[src/rtl/trace_pkt_sequencer_if.sv]
// trace_pkt_sequencer_if
//   Bundles the two bus-level connections of the trace packet sequencer:
//   the packet read port of the trace input interface (PacketAvail,
//   PacketNext, PacketNextWd, PacketIn) and the valid/ready output stream
//   towards the frame decoder (m_data, m_valid, m_last, m_ready).
//   master : the sequencer side (drives the strobes and the stream)
//   slave  : the environment side (upstream source plus downstream sink)
interface trace_pkt_sequencer_if #(
    parameter int DATA_W = 16
);
    logic              PacketAvail;
    logic              PacketNext;
    logic              PacketNextWd;
    logic [DATA_W-1:0] PacketIn;
    logic [DATA_W-1:0] m_data;
    logic              m_valid;
    logic              m_last;
    logic              m_ready;

    modport master (
        input  PacketAvail,
        input  PacketIn,
        input  m_ready,
        output PacketNext,
        output PacketNextWd,
        output m_data,
        output m_valid,
        output m_last
    );

    modport slave (
        output PacketAvail,
        output PacketIn,
        output m_ready,
        input  PacketNext,
        input  PacketNextWd,
        input  m_data,
        input  m_valid,
        input  m_last
    );
endinterface

[src/rtl/trace_pkt_sequencer.sv]
// trace_pkt_sequencer
//   Reads whole packets from the trace input interface packet port and
//   buffers them in a show-ahead FIFO with last-word marking.
//   A packet is only opened when all of its words fit in the FIFO, so the
//   word reads never have to stall mid-packet.
// Ports:
//   clk        system clock (also the upstream read-side clock)
//   rst        synchronous reset, active low
//   en         allows new packets to be opened
//   bus        packet read port + output stream (master modport)
//   fifo_level FIFO occupancy
//   busy       FSM away from IDLE
//   pkt_count  packets completely read, wraps
//
// state | meaning
// IDLE  | waiting for en, PacketAvail and room for a whole packet
// OPEN  | PacketNext strobe is out (one cycle)
// READ  | PacketNextWd strobe out on each of WORDS_PER_PKT cycles
// DRAIN | final word lands in the FIFO, packet counted
module trace_pkt_sequencer #(
    parameter int WORDS_PER_PKT = 8,
    parameter int FIFO_DEPTH    = 16,
    parameter int CNT_W         = 16
) (
    input  logic                         clk,
    input  logic                         rst,
    input  logic                         en,
    trace_pkt_sequencer_if.master        bus,
    output logic [$clog2(FIFO_DEPTH):0]  fifo_level,
    output logic                         busy,
    output logic [CNT_W-1:0]             pkt_count
);
    localparam int PTR_W = $clog2(FIFO_DEPTH);
    localparam int LVL_W = PTR_W + 1;
    localparam int WC_W  = (WORDS_PER_PKT > 1) ? $clog2(WORDS_PER_PKT) : 1;

    localparam logic [WC_W-1:0]  WC_LAST    = WC_W'(WORDS_PER_PKT - 1);
    // Highest occupancy that still leaves room for one full packet.
    localparam logic [LVL_W-1:0] OPEN_LIMIT = LVL_W'(FIFO_DEPTH - WORDS_PER_PKT);
    localparam logic [LVL_W-1:0] LVL_FULL   = LVL_W'(FIFO_DEPTH);

    typedef enum logic [1:0] {
        IDLE  = 2'd0,
        OPEN  = 2'd1,
        READ  = 2'd2,
        DRAIN = 2'd3
    } state_t;

    state_t            state, stateNext;
    logic [WC_W-1:0]   wordCnt, wordCntNext;
    logic              pktNextQ, pktNextD;
    logic              nextWdQ, nextWdD;
    logic              pktDone;
    logic              spaceOk;

    logic              pend;
    logic [WC_W-1:0]   capIdx;
    logic              push, pushLast, pop, headValid;
    logic [PTR_W-1:0]  wrPtr, rdPtr;
    logic [LVL_W-1:0]  level;
    logic [15:0]       memData [FIFO_DEPTH];
    logic              memLast [FIFO_DEPTH];

    assign spaceOk = (level <= OPEN_LIMIT);

    // FSM state and registered strobes
    always_ff @(posedge clk) begin
        if (!rst) begin
            state     <= IDLE;
            wordCnt   <= '0;
            pktNextQ  <= 1'b0;
            nextWdQ   <= 1'b0;
            pkt_count <= '0;
        end else begin
            state    <= stateNext;
            wordCnt  <= wordCntNext;
            pktNextQ <= pktNextD;
            nextWdQ  <= nextWdD;
            if (pktDone) begin
                pkt_count <= pkt_count + CNT_W'(1);
            end
        end
    end

    // Strobes are decided one cycle ahead so they come straight from flops:
    // PacketNext is high exactly while in OPEN, PacketNextWd while in READ.
    always_comb begin
        stateNext   = state;
        wordCntNext = wordCnt;
        pktNextD    = 1'b0;
        nextWdD     = 1'b0;
        pktDone     = 1'b0;
        case (state)
            IDLE: begin
                if (en && bus.PacketAvail && spaceOk) begin
                    stateNext = OPEN;
                    pktNextD  = 1'b1;
                end
            end
            OPEN: begin
                stateNext   = READ;
                nextWdD     = 1'b1;
                wordCntNext = WC_LAST;
            end
            READ: begin
                // Down-counter reaching zero marks the cycle of the last strobe.
                if (wordCnt == '0) begin
                    stateNext = DRAIN;
                end else begin
                    wordCntNext = wordCnt - WC_W'(1);
                    nextWdD     = 1'b1;
                end
            end
            DRAIN: begin
                stateNext = IDLE;
                pktDone   = 1'b1;
            end
            default: begin
                stateNext = IDLE;
            end
        endcase
    end

    // Capture pipeline: PacketIn is valid the cycle after each PacketNextWd.
    assign push      = pend;
    assign pushLast  = (capIdx == WC_LAST);
    assign headValid = (level != '0);
    assign pop       = headValid && bus.m_ready;

    always_ff @(posedge clk) begin
        if (!rst) begin
            pend   <= 1'b0;
            capIdx <= '0;
            wrPtr  <= '0;
            rdPtr  <= '0;
            level  <= '0;
        end else begin
            pend <= nextWdQ;
            if (push) begin
                wrPtr  <= wrPtr + PTR_W'(1);
                capIdx <= pushLast ? '0 : capIdx + WC_W'(1);
            end
            if (pop) begin
                rdPtr <= rdPtr + PTR_W'(1);
            end
            level <= level + LVL_W'(push) - LVL_W'(pop);
        end
    end

    always_ff @(posedge clk) begin
        if (rst && push) begin
            memData[wrPtr] <= bus.PacketIn;
            memLast[wrPtr] <= pushLast;
        end
    end

    // Head entry is gated so the stream reads zero while empty and after reset.
    assign bus.m_valid      = headValid;
    assign bus.m_data       = headValid ? memData[rdPtr] : '0;
    assign bus.m_last       = headValid ? memLast[rdPtr] : 1'b0;
    assign bus.PacketNext   = pktNextQ;
    assign bus.PacketNextWd = nextWdQ;
    assign fifo_level       = level;
    assign busy             = (state != IDLE);

    // Space is checked before opening, so an overflowing write means the
    // admission logic is broken.
    always_ff @(posedge clk) begin
        if (rst) begin
            assert (!(pktNextQ && nextWdQ))
                else $error("PacketNext and PacketNextWd asserted together");
            assert (!(push && !pop && level == LVL_FULL))
                else $error("FIFO write with no space");
        end
    end
endmodule

[src/flat_wrapper.sv]
// flat-port wrapper written by rule: the top's interface ports become plain ports
module trace_pkt_sequencer_flat 
#(
    parameter int WORDS_PER_PKT = 8,
    parameter int FIFO_DEPTH    = 16,
    parameter int CNT_W         = 16
)
  (clk, rst, en, fifo_level, busy, pkt_count, bus_PacketAvail, bus_PacketIn, bus_m_ready, bus_PacketNext, bus_PacketNextWd, bus_m_data, bus_m_valid, bus_m_last);
  trace_pkt_sequencer_if #(.DATA_W(16)) bus_i ();
  input  logic clk;
  input  logic rst;
  input  logic en;
  output logic [$clog2(FIFO_DEPTH):0] fifo_level;
  output logic busy;
  output logic [CNT_W-1:0] pkt_count;
  input wire logic [$bits(bus_i.PacketAvail)-1:0] bus_PacketAvail;
  input wire logic [$bits(bus_i.PacketIn)-1:0] bus_PacketIn;
  input wire logic [$bits(bus_i.m_ready)-1:0] bus_m_ready;
  output wire logic [$bits(bus_i.PacketNext)-1:0] bus_PacketNext;
  output wire logic [$bits(bus_i.PacketNextWd)-1:0] bus_PacketNextWd;
  output wire logic [$bits(bus_i.m_data)-1:0] bus_m_data;
  output wire logic [$bits(bus_i.m_valid)-1:0] bus_m_valid;
  output wire logic [$bits(bus_i.m_last)-1:0] bus_m_last;
  assign bus_i.PacketAvail = bus_PacketAvail;
  assign bus_i.PacketIn = bus_PacketIn;
  assign bus_i.m_ready = bus_m_ready;
  assign bus_PacketNext = bus_i.PacketNext;
  assign bus_PacketNextWd = bus_i.PacketNextWd;
  assign bus_m_data = bus_i.m_data;
  assign bus_m_valid = bus_i.m_valid;
  assign bus_m_last = bus_i.m_last;
  trace_pkt_sequencer #(.WORDS_PER_PKT(WORDS_PER_PKT), .FIFO_DEPTH(FIFO_DEPTH), .CNT_W(CNT_W)) u_core (.clk(clk), .rst(rst), .en(en), .bus(bus_i), .fifo_level(fifo_level), .busy(busy), .pkt_count(pkt_count));
endmodule
[config.mk]
export PLATFORM = sky130hd
export DESIGN_NAME = trace_pkt_sequencer_flat
export DESIGN_NICKNAME = d
export VERILOG_FILES = /design/src/rtl/trace_pkt_sequencer_if.sv /design/src/rtl/trace_pkt_sequencer.sv /design/src/flat_wrapper.sv
export SDC_FILE = /design/constraint.sdc
export NUM_CORES = 1
export LEC_CHECK = 0
export ABC_CLOCK_PERIOD_IN_PS = 3000
export CORE_MARGIN = 3
export CORE_UTILIZATION = 40
export CTS_CLUSTER_SIZE = 10
export DETAILED_ROUTE_END_ITERATION = 6
export PLACE_DENSITY = 0.66
export SLEW_MARGIN = 20
export SYNTH_ARGS = -nofsm -noshare
export SYNTH_HDL_FRONTEND = slang
export SYNTH_SLANG_ARGS = --single-unit
[constraint.sdc]
create_clock -name clk -period 3 [get_ports clk]
set_clock_uncertainty 0.2 [all_clocks]
set_input_delay 0.6 -clock clk [delete_from_list [all_inputs] [get_ports clk]]
set_output_delay 0.6 -clock clk [all_outputs]
set_load 0.02 [all_outputs]
Word level (Yosys, flattened, before mapping)
Memories as Yosys holds them, arrays and structs flattened. A register that Yosys moved wholly into a read port is not among the register bits.
Index checks and enable logic that the tools add are counted.
- output and inout port bits: 42
- word-level logic and storage cells: 57
- memories kept: 2
- RAM bits: 272
- register bits: 40
- multiplexer cells: 18
- $lt $le $gt $ge: 1
- reduce and logical (&&, ||, !) cells: 12
- add/subtract/negate cells: 7
- eq/ne operators: 7
- memory list (memory ; depth ; bits a word ; rd ports ; clocked after memory_dff ; wr ports ; RTL line ; text):
    u_core.memData ; 16 ; 16 ; 1 ; 1 ; 1 ; trace_pkt_sequencer.sv:61 ; logic [15:0] memData [FIFO_DEPTH];
    u_core.memLast ; 16 ; 1 ; 1 ; 1 ; 1 ; trace_pkt_sequencer.sv:62 ; logic memLast [FIFO_DEPTH];
- operator list (operator ; number):
    16-bit by 1-bit adder with 16-bit output, second input constant ; 1
    16-bit two-way mux ; 1
    4-bit two-way mux ; 4
    4-bit by 1-bit adder with 4-bit output, second input constant ; 2
    2-bit one-hot mux with 4 select lines ; 1
    1-bit two-way mux ; 6
    3-bit two-way mux ; 2
    3-bit one-hot mux with 2 select lines ; 1
    2-bit AND reduction ; 3
    5-bit by 1-bit adder with 5-bit output ; 1
    5-bit by 4-bit <= comparator with 1-bit output, second input constant ; 1
    5-bit nonzero test ; 1
    5-bit by 1-bit subtractor with 5-bit output ; 1
    2-bit equality test, second input constant ; 2
    1-bit logical AND ; 4
    2-bit two-way mux ; 2
    2-bit by 1-bit != test with 1-bit output, second input constant ; 2
    2-bit nonzero test ; 2
    3-bit by 1-bit adder with 3-bit output, second input constant ; 1
    3-bit equality test, second input constant ; 1
    3-bit zero test ; 1
    3-bit by 1-bit subtractor with 3-bit output, second input constant ; 1
    2-bit by 1-bit equality test with 1-bit output, second input constant ; 1
    2-bit zero test ; 1
    other kinds (2) ; 2

Logic depth before layout (Yosys ltp)
Gate-level depths: netlist of the first run.
- depth in word-level cells: 4
- mapped depth: 13
- mapped depth without buffers: 12

Least setup slack after synthesis of the first run
OpenSTA, ideal clock, no wires.
- path kind: register to output
- start: register u_core.level[2], in the netlist u_core.fifo_level[2]
- end: output bus_m_data[10]
- arrival: 2031 ps
- setup slack: 169 ps
- stages on the path, launching flop included: 10
- path buffers: 3
- cell sequence: dfxtp_1 -> inv_1 -> ha_1 -> or4b_4 -> buf_6 -> and3b_1 -> buf_6 -> buf_8 -> a22oi_2 -> o221ai_1
- longest elaborated chain between the ends: 2
- RTL lines (item ; RTL line ; text):
    start, declared ; trace_pkt_sequencer.sv:60 ; logic [LVL_W-1:0] level;
    start signal, assigned ; trace_pkt_sequencer.sv:146 ; level <= level + LVL_W'(push) - LVL_W'(pop);
    5-bit nonzero test ; trace_pkt_sequencer.sv:127 ; assign headValid = (level != '0);
    via bus_m_valid ; flat_wrapper.sv:22 ; output wire logic [$bits(bus_i.m_valid)-1:0] bus_m_valid;
    16-bit two-way mux ; trace_pkt_sequencer.sv:159 ; assign bus.m_data = headValid ? memData[rdPtr] : '0;
    end, declared ; flat_wrapper.sv:21 ; output wire logic [$bits(bus_i.m_data)-1:0] bus_m_data;
The timed path passes the listed nets, and every way through them passes these cells.

Final worst setup path of the first run
- start: register u_core.level[3], in the netlist u_core.fifo_level[3]
- end: output bus_m_data[1]
- longest elaborated chain between the ends: 2
- RTL lines (item ; RTL line):
    5-bit nonzero test ; trace_pkt_sequencer.sv:127
    16-bit two-way mux ; trace_pkt_sequencer.sv:159
Every way passes these cells.

==> summary.md, run 1 <==
| Metric | Value |
|---|---|
| Status | finished, violations left |
| Violated checks | negative setup slack |
| Top FF cell, synth | edfxtp_1 |
| Post-synthesis sequential area ratio | approximately 72% |
| Initial core utilization | between 40% and 50% |
| TritonCTS sink count | 316 |
| Hold Path Class | reg -> reg |
| Tmin final | ~3.3 ns |
| Sequential Power Share | 41.6% |
| Io pins | 63 |
| Drc violations | 0 |
| Worst Setup Start Kind | register |
| Core area | roughly 30000 um2 |
| Net Sw Power | between 3 and 4 mW |
| Total power | 11.9 mW |
| Crit-path cells | inv_2, ha_4, or4b_4, buf_6, and3b_2, buf_8, a22oi_2, o221ai_1, buf_4 |
| Placer Congestion | about 0.75 |
| Clk root buf | clkbuf_16 |
| DR pass1 iterations | 4 |
| Global-route wire length before repair | about 41000 um |
| Sw Ratio | between 20% and 30% |
| Grt met1 use | around 22% |
| Synth Cell Area | ~13000 um2 |
| Post-Syn Instances | just under 700 |
| Maximum VDD drop | 0.000405 V |
| Worst R2R Setup Slack | approximately 0.14 ns |
| CP startpoint | u_core.fifo_level[3]$_SDFF_PN0_ |
| Critical path's slowest cell | or4b_4 |
| Clock buffer count from CTS | 37 |
| Layout cells sized above 1 | about a quarter |
| Final setup vio count | 17 |
| DIE WIDTH | 183 um |
| Critical Path Sink Type | output port |
| Slowest stage delay, CP | 0.46 ns |
| RSZ-0062 raised after global routing | yes |
| Worst reg2reg startpoint | u_core.fifo_level[3]$_SDFF_PN0_ |
| Cell Pwr Density | between 700 and 800 nW/um2 |
| H-tree depth | 2 |
| Initial antenna violation count | 1 |
| Syn-to-layout area delta | 21.8% |
| Detail Route Antenna Nets | 0 |
| Worst Path Class, Setup | reg -> out |
| Leak pwr | about 5 nW |
| Final TNS setup | -4.76 ns |
| Clock transition at path regs | around 0.050 ns |
| Crit share post-route | 111% |
| CP Depth | 9 |
| CTS tree | yes |
| Max Fanout on Critical Path | 6 |
| Reg-to-Reg End | u_core.fifo_level[4]$_SDFF_PN0_ |
| Routed vias | between 6000 and 7000 |
| CP Buf/Inv Count | 4 |
| Max-cap violations | 0 |
| Synth async-reset ratio | 0% |
| Crit path DAT | approximately 2.5 ns |
| Met3 Usage GRT | ~3.3% |
| Pin count of the biggest net entering global routing | 37 |
| Hold Vio Cnt, Final | 0 |
| Fin nets | ~830 |
| Slew HR | around 52% |
| Layout Utilization | roughly half |
| Pre-CTS setup slack | -0.532 ns |
| DIE AREA | around 33000 um2 |
| Int Pwr | a little under 9 mW |
| Detailed Place HPWL | between 15000 and 20000 um |
| Crit path required time | 2.20 ns |
| Mapped Nets | 718 |
| Die Y | around 180 um |
| Synth Register Bits | 316 |
| Clock Power Share | about a third |
| R2R cell count | 14 |
| Vias/cell | roughly 5.3 |
| Cell variety after synth | 45 |
| Final instance area | around 15000 um2 |
| Max-slew violation count | 0 |
| I/O Buffers | 62 |
| Skew-Pair Late Insertion Delay | 0.53 ns |
| GR Util met2 | between 20% and 30% |
| Post-synth EDFFs | ~270 |
| Combinational Power Share | about a quarter |
| Grt ovf | 0 |
| Avg Synthesized Cell Area | between 15 and 20 um2 |
| Number of global-route vias before repair | between 6000 and 7000 |
| Row count | between 60 and 70 |
| Syn. warnings | 0 |
| Worst Setup EP | bus_m_data[1] |
| Slew of the pin with the lowest slew margin | 0.709 ns |
| Final worst slack | -0.339 ns |
| Bufs on Longest Clock Path | 3 |
| Total GRT Usage | around 16% |
| DR WL/cell | 22.3 um |
| Grt peak-use layer | met2 |
| Iter 0 DRT Violations | ~450 |
| DRT Wirelength | between 20000 and 30000 um |
| Maximum clock frequency | around 300 MHz |
| Placed Area | between 10000 and 15000 um2 |
| Crit path max-delay family | simple AND/OR/NAND/NOR gates |
| Hold_buf cts | 0 |
[flip-flops by register name (all words and copies together), names as in the netlist, 2 cells and up, named ones only]
register           cells
u_core.wrPtr           4
u_core.state           2
u_core.rdPtr           4
u_core.wordCnt         3
u_core.memLast        16
u_core.capIdx          3
u_core.pkt_count      16
u_core.memData       256
u_core.fifo_level      5
[power groups by stage]
stage,Combinational (mW),Clock [mW],Sequential [mW]
after floorplan,1.85,0,5.06
after global placement,2.87,0,5.05
after detailed placement,2.89,0,5.05
after CTS,3.08,4.01,4.97
after global routing,3.33,4.20,4.98
final,3.08,3.90,4.97
[worst min-delay path by stage]
stage                                            start                              to  slack [ns]  cells past startpoint
floorplan               u_core.wordCnt[0]$_SDFFE_PN0P_  u_core.wordCnt[0]$_SDFFE_PN0P_        0.24                      1
global placement    u_core.bus.PacketNextWd$_SDFF_PN0_          u_core.pend$_SDFF_PN0_        0.24                      1
detailed placement  u_core.bus.PacketNextWd$_SDFF_PN0_          u_core.pend$_SDFF_PN0_        0.25                      1
CTS                 u_core.bus.PacketNextWd$_SDFF_PN0_          u_core.pend$_SDFF_PN0_        0.26                      1
global route        u_core.bus.PacketNextWd$_SDFF_PN0_          u_core.pend$_SDFF_PN0_        0.28                      1
finish              u_core.bus.PacketNextWd$_SDFF_PN0_          u_core.pend$_SDFF_PN0_        0.26                      1
[timing repair]
action | 4_1_cts | 5_1_grt
gates cloned | 1 | 0
pin swaps | 17 | 0
gates resized for setup | 115 | 6
endpoints found under the setup margin | 18 | 18
buffers inserted | 5 | 0
[cells in the mapped netlist, types with 2 or more instances]
master,n,share of area (%)
and4_1,4,0.28
edfxtp_1,272,65
a21oi_1,9,0.36
inv_1,51,1.5
o21ai_0,5,0.20
or4_1,2,0.12
o211ai_1,3,0.18
buf_6,2,0.18
a22oi_2,10,1.0
and2_1,18,0.90
mux2i_1,6,0.48
o221ai_2,6,0.72
a211oi_1,3,0.18
nand3_1,10,0.40
buf_1,3,0.090
a22oi_1,7,0.42
nand2_1,14,0.42
nor3b_1,2,0.12
and3_1,2,0.10
dfxtp_1,44,7.0
nor3_1,5,0.20
nor2_1,31,0.93
o221ai_1,11,0.77
or3_1,4,0.20
mux4_2,68,12
ha_1,22,2.2
xor2_1,14,0.98
xnor2_1,4,0.28
buf_2,12,0.48
nand4_1,5,0.25
clkbuf_1,11,0.33
[per-stage QoR]
stage	instances	hold WS (ns)
global placement	1141	0.244
detailed placement	1141	0.251
CTS	1197	0.261
finish	1198	0.256
global route	1198	0.282
floorplan	674	0.243
[worst register-to-register path, stage by stage, from the launching register on]
cell and delay (ns):
dfxtp_2 0.32, inv_2 0.07, ha_4 0.12, or4b_4 0.46, buf_6 0.14, buf_4 0.15, nand3_1 0.13, o21ai_0 0.11
ha_2 0.19, inv_1 0.06, fa_1 0.20, nand2b_1 0.12, a21oi_1 0.09, or3_1 0.31, a21oi_1 0.14
[cells in the final DEF (no fill, tap or decap), types with 6 or more instances in the layout]
cell type and count:
clkbuf_16 38, buf_12 24, a21oi_1 9, edfxtp_1 272
mux2i_1 6, nand3_1 10, ha_1 20, inv_1 49
o221ai_2 15, and2_1 18, xor2_1 14, nand2_1 14
nor2_1 31, clkdlybuf4s50_1 44, mux4_2 68, clkbuf_1 9
buf_4 34, dfxtp_1 40, a22oi_2 17
[per-layer routing]
layer	share of wire (%)	vias up
met5	0	-
met4	2.2	0
met3	5.9	44
met2	49	184
met1	43	3266
li1	-	2877
[cells by family after synthesis]
group / share of synthesized area, %
AOI/OAI and AO/OA: 4.10
xor gates and xnor gates: 1.26
adders and majority gates: 2.36
buffers and inverters: 2.79
DFF: 72.3
muxes: 12.7
and+or+nand+nor: 4.43
[area by class of cell]
type	count	area (um2)
clock buffers	47	985
multi-input cells	277	3230
well taps	396	495
repair buffers	107	1230
inverters	51	191
fillers	2494	15400
clock inverters	3	41.3
flip-flops and latches	316	9060
diodes	1	2.50
No activity file was read; power rests on OpenSTA's default activity.
==> inputs of run 2 (changes only) <==
Settings changed: SETUP_SLACK_MARGIN from default to 0.2.
==> run 2 against run 1 <==
Net effect:
- the flow still finishes with violations (negative setup slack)
- count of clock-buffer cells in the layout up 1
- cell count is 1.6% higher
- fmax shrank 0.28%
- core utilization grew 0.48 points
- total power rose by 1.0%
- wire length grew 3.6%
==> summary.md, run 2 (same netlist as run 1, synthesis figures left out) <==
| Metric | Value |
|---|---|
| Row count | 64 (unchanged) |
| CTS tree | yes |
| Met2 wire length | 13700 um (+5.3%) |
| Fin nets | 852 (+2.2%) |
| Maximum clock frequency | 299 MHz (-0.28%) |
| Leak pwr | 5.15 nW (+2.5%) |
| Crit path required time | 2.20 ns (about the same) |
| Max-slew violation count | 0 (unchanged) |
| Routed vias | 6492 (+1.9%) |
| Cell Pwr Density | 784 nW/um2 (about the same) |
| Max-cap violations | 0 (unchanged) |
| Layout cells sized above 1 | 28.9% (+2.2 points) |
| Syn-to-layout area delta | 22.9% |
| Core area | 30700 um2 (unchanged) |
| Status | finished, violations left |
| Placer Congestion | 0.778 (+4.1%) |
| Detailed Place HPWL | 15800 um (+0.91%) |
| Registers with the most flip-flops | u_core.memData x256, u_core.memLast x16, u_core.pkt_count x16 |
| DR WL met3 | 1890 um (+21%) |
| TritonCTS sink count | 316 (unchanged) |
| Crit path DAT | 2.55 ns (about the same) |
| Post-Place Cells | 1145 (+0.35%) |
| Hold_buf cts | 0 (unchanged) |
| Fill count | 2457 (-1.5%) |
| Cell Count, Final, Fillers Out | 1217 (+1.6%) |
| # diodes | 0 (-1) |
| Die Y | 183 um (unchanged) |
| Most common cell after layout, fill and taps aside | edfxtp_1 |
| Initial core utilization | 40.8% (unchanged) |
| Hold-critical path depth | 1 (unchanged) |
| Multi-input gate area | 3240 um2 (+0.54%) |
| Grt ovf | 0 (unchanged) |
| Final worst slack | -0.348 ns (-0.00927 ns) |
| Fin Hold WS | 0.282 ns (+0.0256 ns) |
| Crit-path cells | inv_2, ha_1, or4b_4, buf_6, and3b_2, buf_6, buf_12, a22oi_2, o221ai_2, buf_4 |
| DIE AREA | 33400 um2 (unchanged) |
| Reg-to-Reg End | u_core.fifo_level[4]$_SDFF_PN0_ |
| WL met1 | 11600 um (+0.66%) |
| Max Fanout on Critical Path | 7 (+1) |
| Tmin final | 3.35 ns (+0.00927 ns) |
| Violated checks | negative setup slack |
| Iter 0 DRT Violations | 664 (+48%) |
| Number of global-route vias before repair | 6782 (+1.2%) |
| Maximum VDD drop | 0.000369 V (-9.0%) |
| Clock buffer count from CTS | 37 (unchanged) |
| CP Buf/Inv Count | 5 (+1) |
| DIE WIDTH | 183 um (unchanged) |
| Initial antenna violation count | 0 (-1) |
| Pin count of the biggest net entering global routing | 27 (-27%) |
| Vias/cell | 5.33 (+0.31%) |
| Drc violations | 0 (unchanged) |
| Clk root buf | clkbuf_16 |
| DRT Wirelength | 27600 um (+3.6%) |
| Most frequent cells in the layout | edfxtp_1 (272), mux4_2 (68), inv_1 (48) |
| Most used cell, CP | buf_6 |
| Bufs on Longest Clock Path | 3 (unchanged) |
| Clock transition at path regs | 0.06 ns (about the same) |
| Worst R2R Setup Slack | 0.13 ns (about the same) |
| Register Area | 9060 um2 (unchanged) |
| Io pins | 63 (unchanged) |
| Skew-Pair Late Insertion Delay | 0.51 ns (-0.02 ns) |
| Critical Path Sink Type | output port |
| Max layer used | met4 |
| Worst Path Class, Setup | reg -> out |
| Crit path max-delay family | simple AND/OR/NAND/NOR gates |
| R2R cell count | 15 (+1) |
| DR pass1 iterations | 5 (+1) |
| DR WL/cell | 22.7 um (+1.9%) |
| Hold Startpoint | u_core.wordCnt[0]$_SDFFE_PN0P_ |
| Critical path's slowest cell | or4b_4 |
| Global-route wire length before repair | 41100 um (+0.45%) |
| Hold Path Class | reg -> reg |
| Slew HR | 55.8% (+3.5 points) |
| Total power | 12.1 mW (+1.0%) |
| Worst Setup Start Kind | register |
| RSZ-0062 raised after global routing | yes |
| Total GRT Usage | 16.2% (-0.041 points) |
| Hold endpoint | u_core.wordCnt[0]$_SDFFE_PN0P_ |
| Slowest stage delay, CP | 0.47 ns (about the same) |
| Slew of the pin with the lowest slew margin | 0.656 ns (-0.0527 ns) |
| Largest register by flop count | u_core.memData |
| Hold Vio Cnt, Final | 0 (unchanged) |
| Final TNS setup | -5.00 ns (-0.241 ns) |
| Max FFs per register | 256 (unchanged) |
| Detail Route Antenna Nets | 0 (unchanged) |
| Crit share post-route | 112% (+0.31 points) |
| H-tree depth | 2 (unchanged) |
| I/O Buffers | 62 (unchanged) |
| Final setup vio count | 17 (unchanged) |
| Worst reg2reg startpoint | u_core.fifo_level[2]$_SDFF_PN0_ |
## run 2: where the power goes
group	switching, mW	internal, mW	total (mW)
clock network	1.61	2.25	3.86
registers	0.0844	4.87	4.96
logic	1.61	1.64	3.24
## run 2: repair_timing
| item | 4_1_cts | 5_1_grt |
|---|---|---|
| buffers inserted | 8 | 9 |
| pin swaps | 7 | 5 |
| hold endpoints to repair | 0 | 0 |
| cloned | 0 | 3 |
| endpoints found under the setup margin | 19 | 20 |
| resized for setup | 101 | 28 |
## run 2: area by class of cell
class                   instances  share of cell area, %
clock buffers                  48                   6.29
clock inverters                 4                  0.277
inverters                      51                   1.24
multi-input cells             277                   21.1
flip-flops and latches        316                   58.9
well taps                     396                   3.22
repair buffers                125                   8.99
## run 2: worst max-delay path by stage
stage / from / to / cells after the start / slack, ns
2_1_floorplan: u_core.fifo_level[2]$_SDFF_PN0_ / bus_m_data[1] / 7 / 0.19
3_3_place_gp: u_core.fifo_level[2]$_SDFF_PN0_ / bus_m_data[0] / 7 / -0.51
3_5_place_dp: u_core.fifo_level[2]$_SDFF_PN0_ / bus_m_data[0] / 7 / -0.58
4_1_cts: u_core.fifo_level[2]$_SDFF_PN0_ / bus_m_data[5] / 10 / -0.37
5_1_grt: u_core.fifo_level[2]$_SDFF_PN0_ / bus_m_data[5] / 10 / -0.43
6_report: u_core.fifo_level[2]$_SDFF_PN0_ / bus_m_data[5] / 10 / -0.35
## run 2: worst reg2reg max path, stage by stage, from the launching register on
cell	delay, ns
dfxtp_2	0.32
inv_2	0.05
ha_1	0.12
or4b_4	0.47
buf_6	0.14
buf_4	0.13
buf_6	0.12
nand3_4	0.07
o21ai_2	0.05
ha_2	0.18
inv_2	0.05
fa_2	0.19
nand2b_4	0.12
a21oi_2	0.06
or3_1	0.35
a21oi_2	0.16
## run 2: metal layers
layer / track usage [%] / vias to the layer above
li1: - / 2911
met1: 22.5 / 3323
met3: 2.92 / 36
met2: 26.9 / 222
met4: 4.14 / 0
met5: 0 / -
## run 2: metrics by stage
step / util [%] / instance area (um2) / setup WS (ns)
after global routing: 50.1 / 15400 / -0.434
after CTS: 49.3 / 15100 / -0.370
after detailed placement: 45.8 / 14100 / -0.580
after floorplan: - / 12500 / 0.189
after global placement: 45.8 / 14100 / -0.512
final: 50.1 / 15400 / -0.348
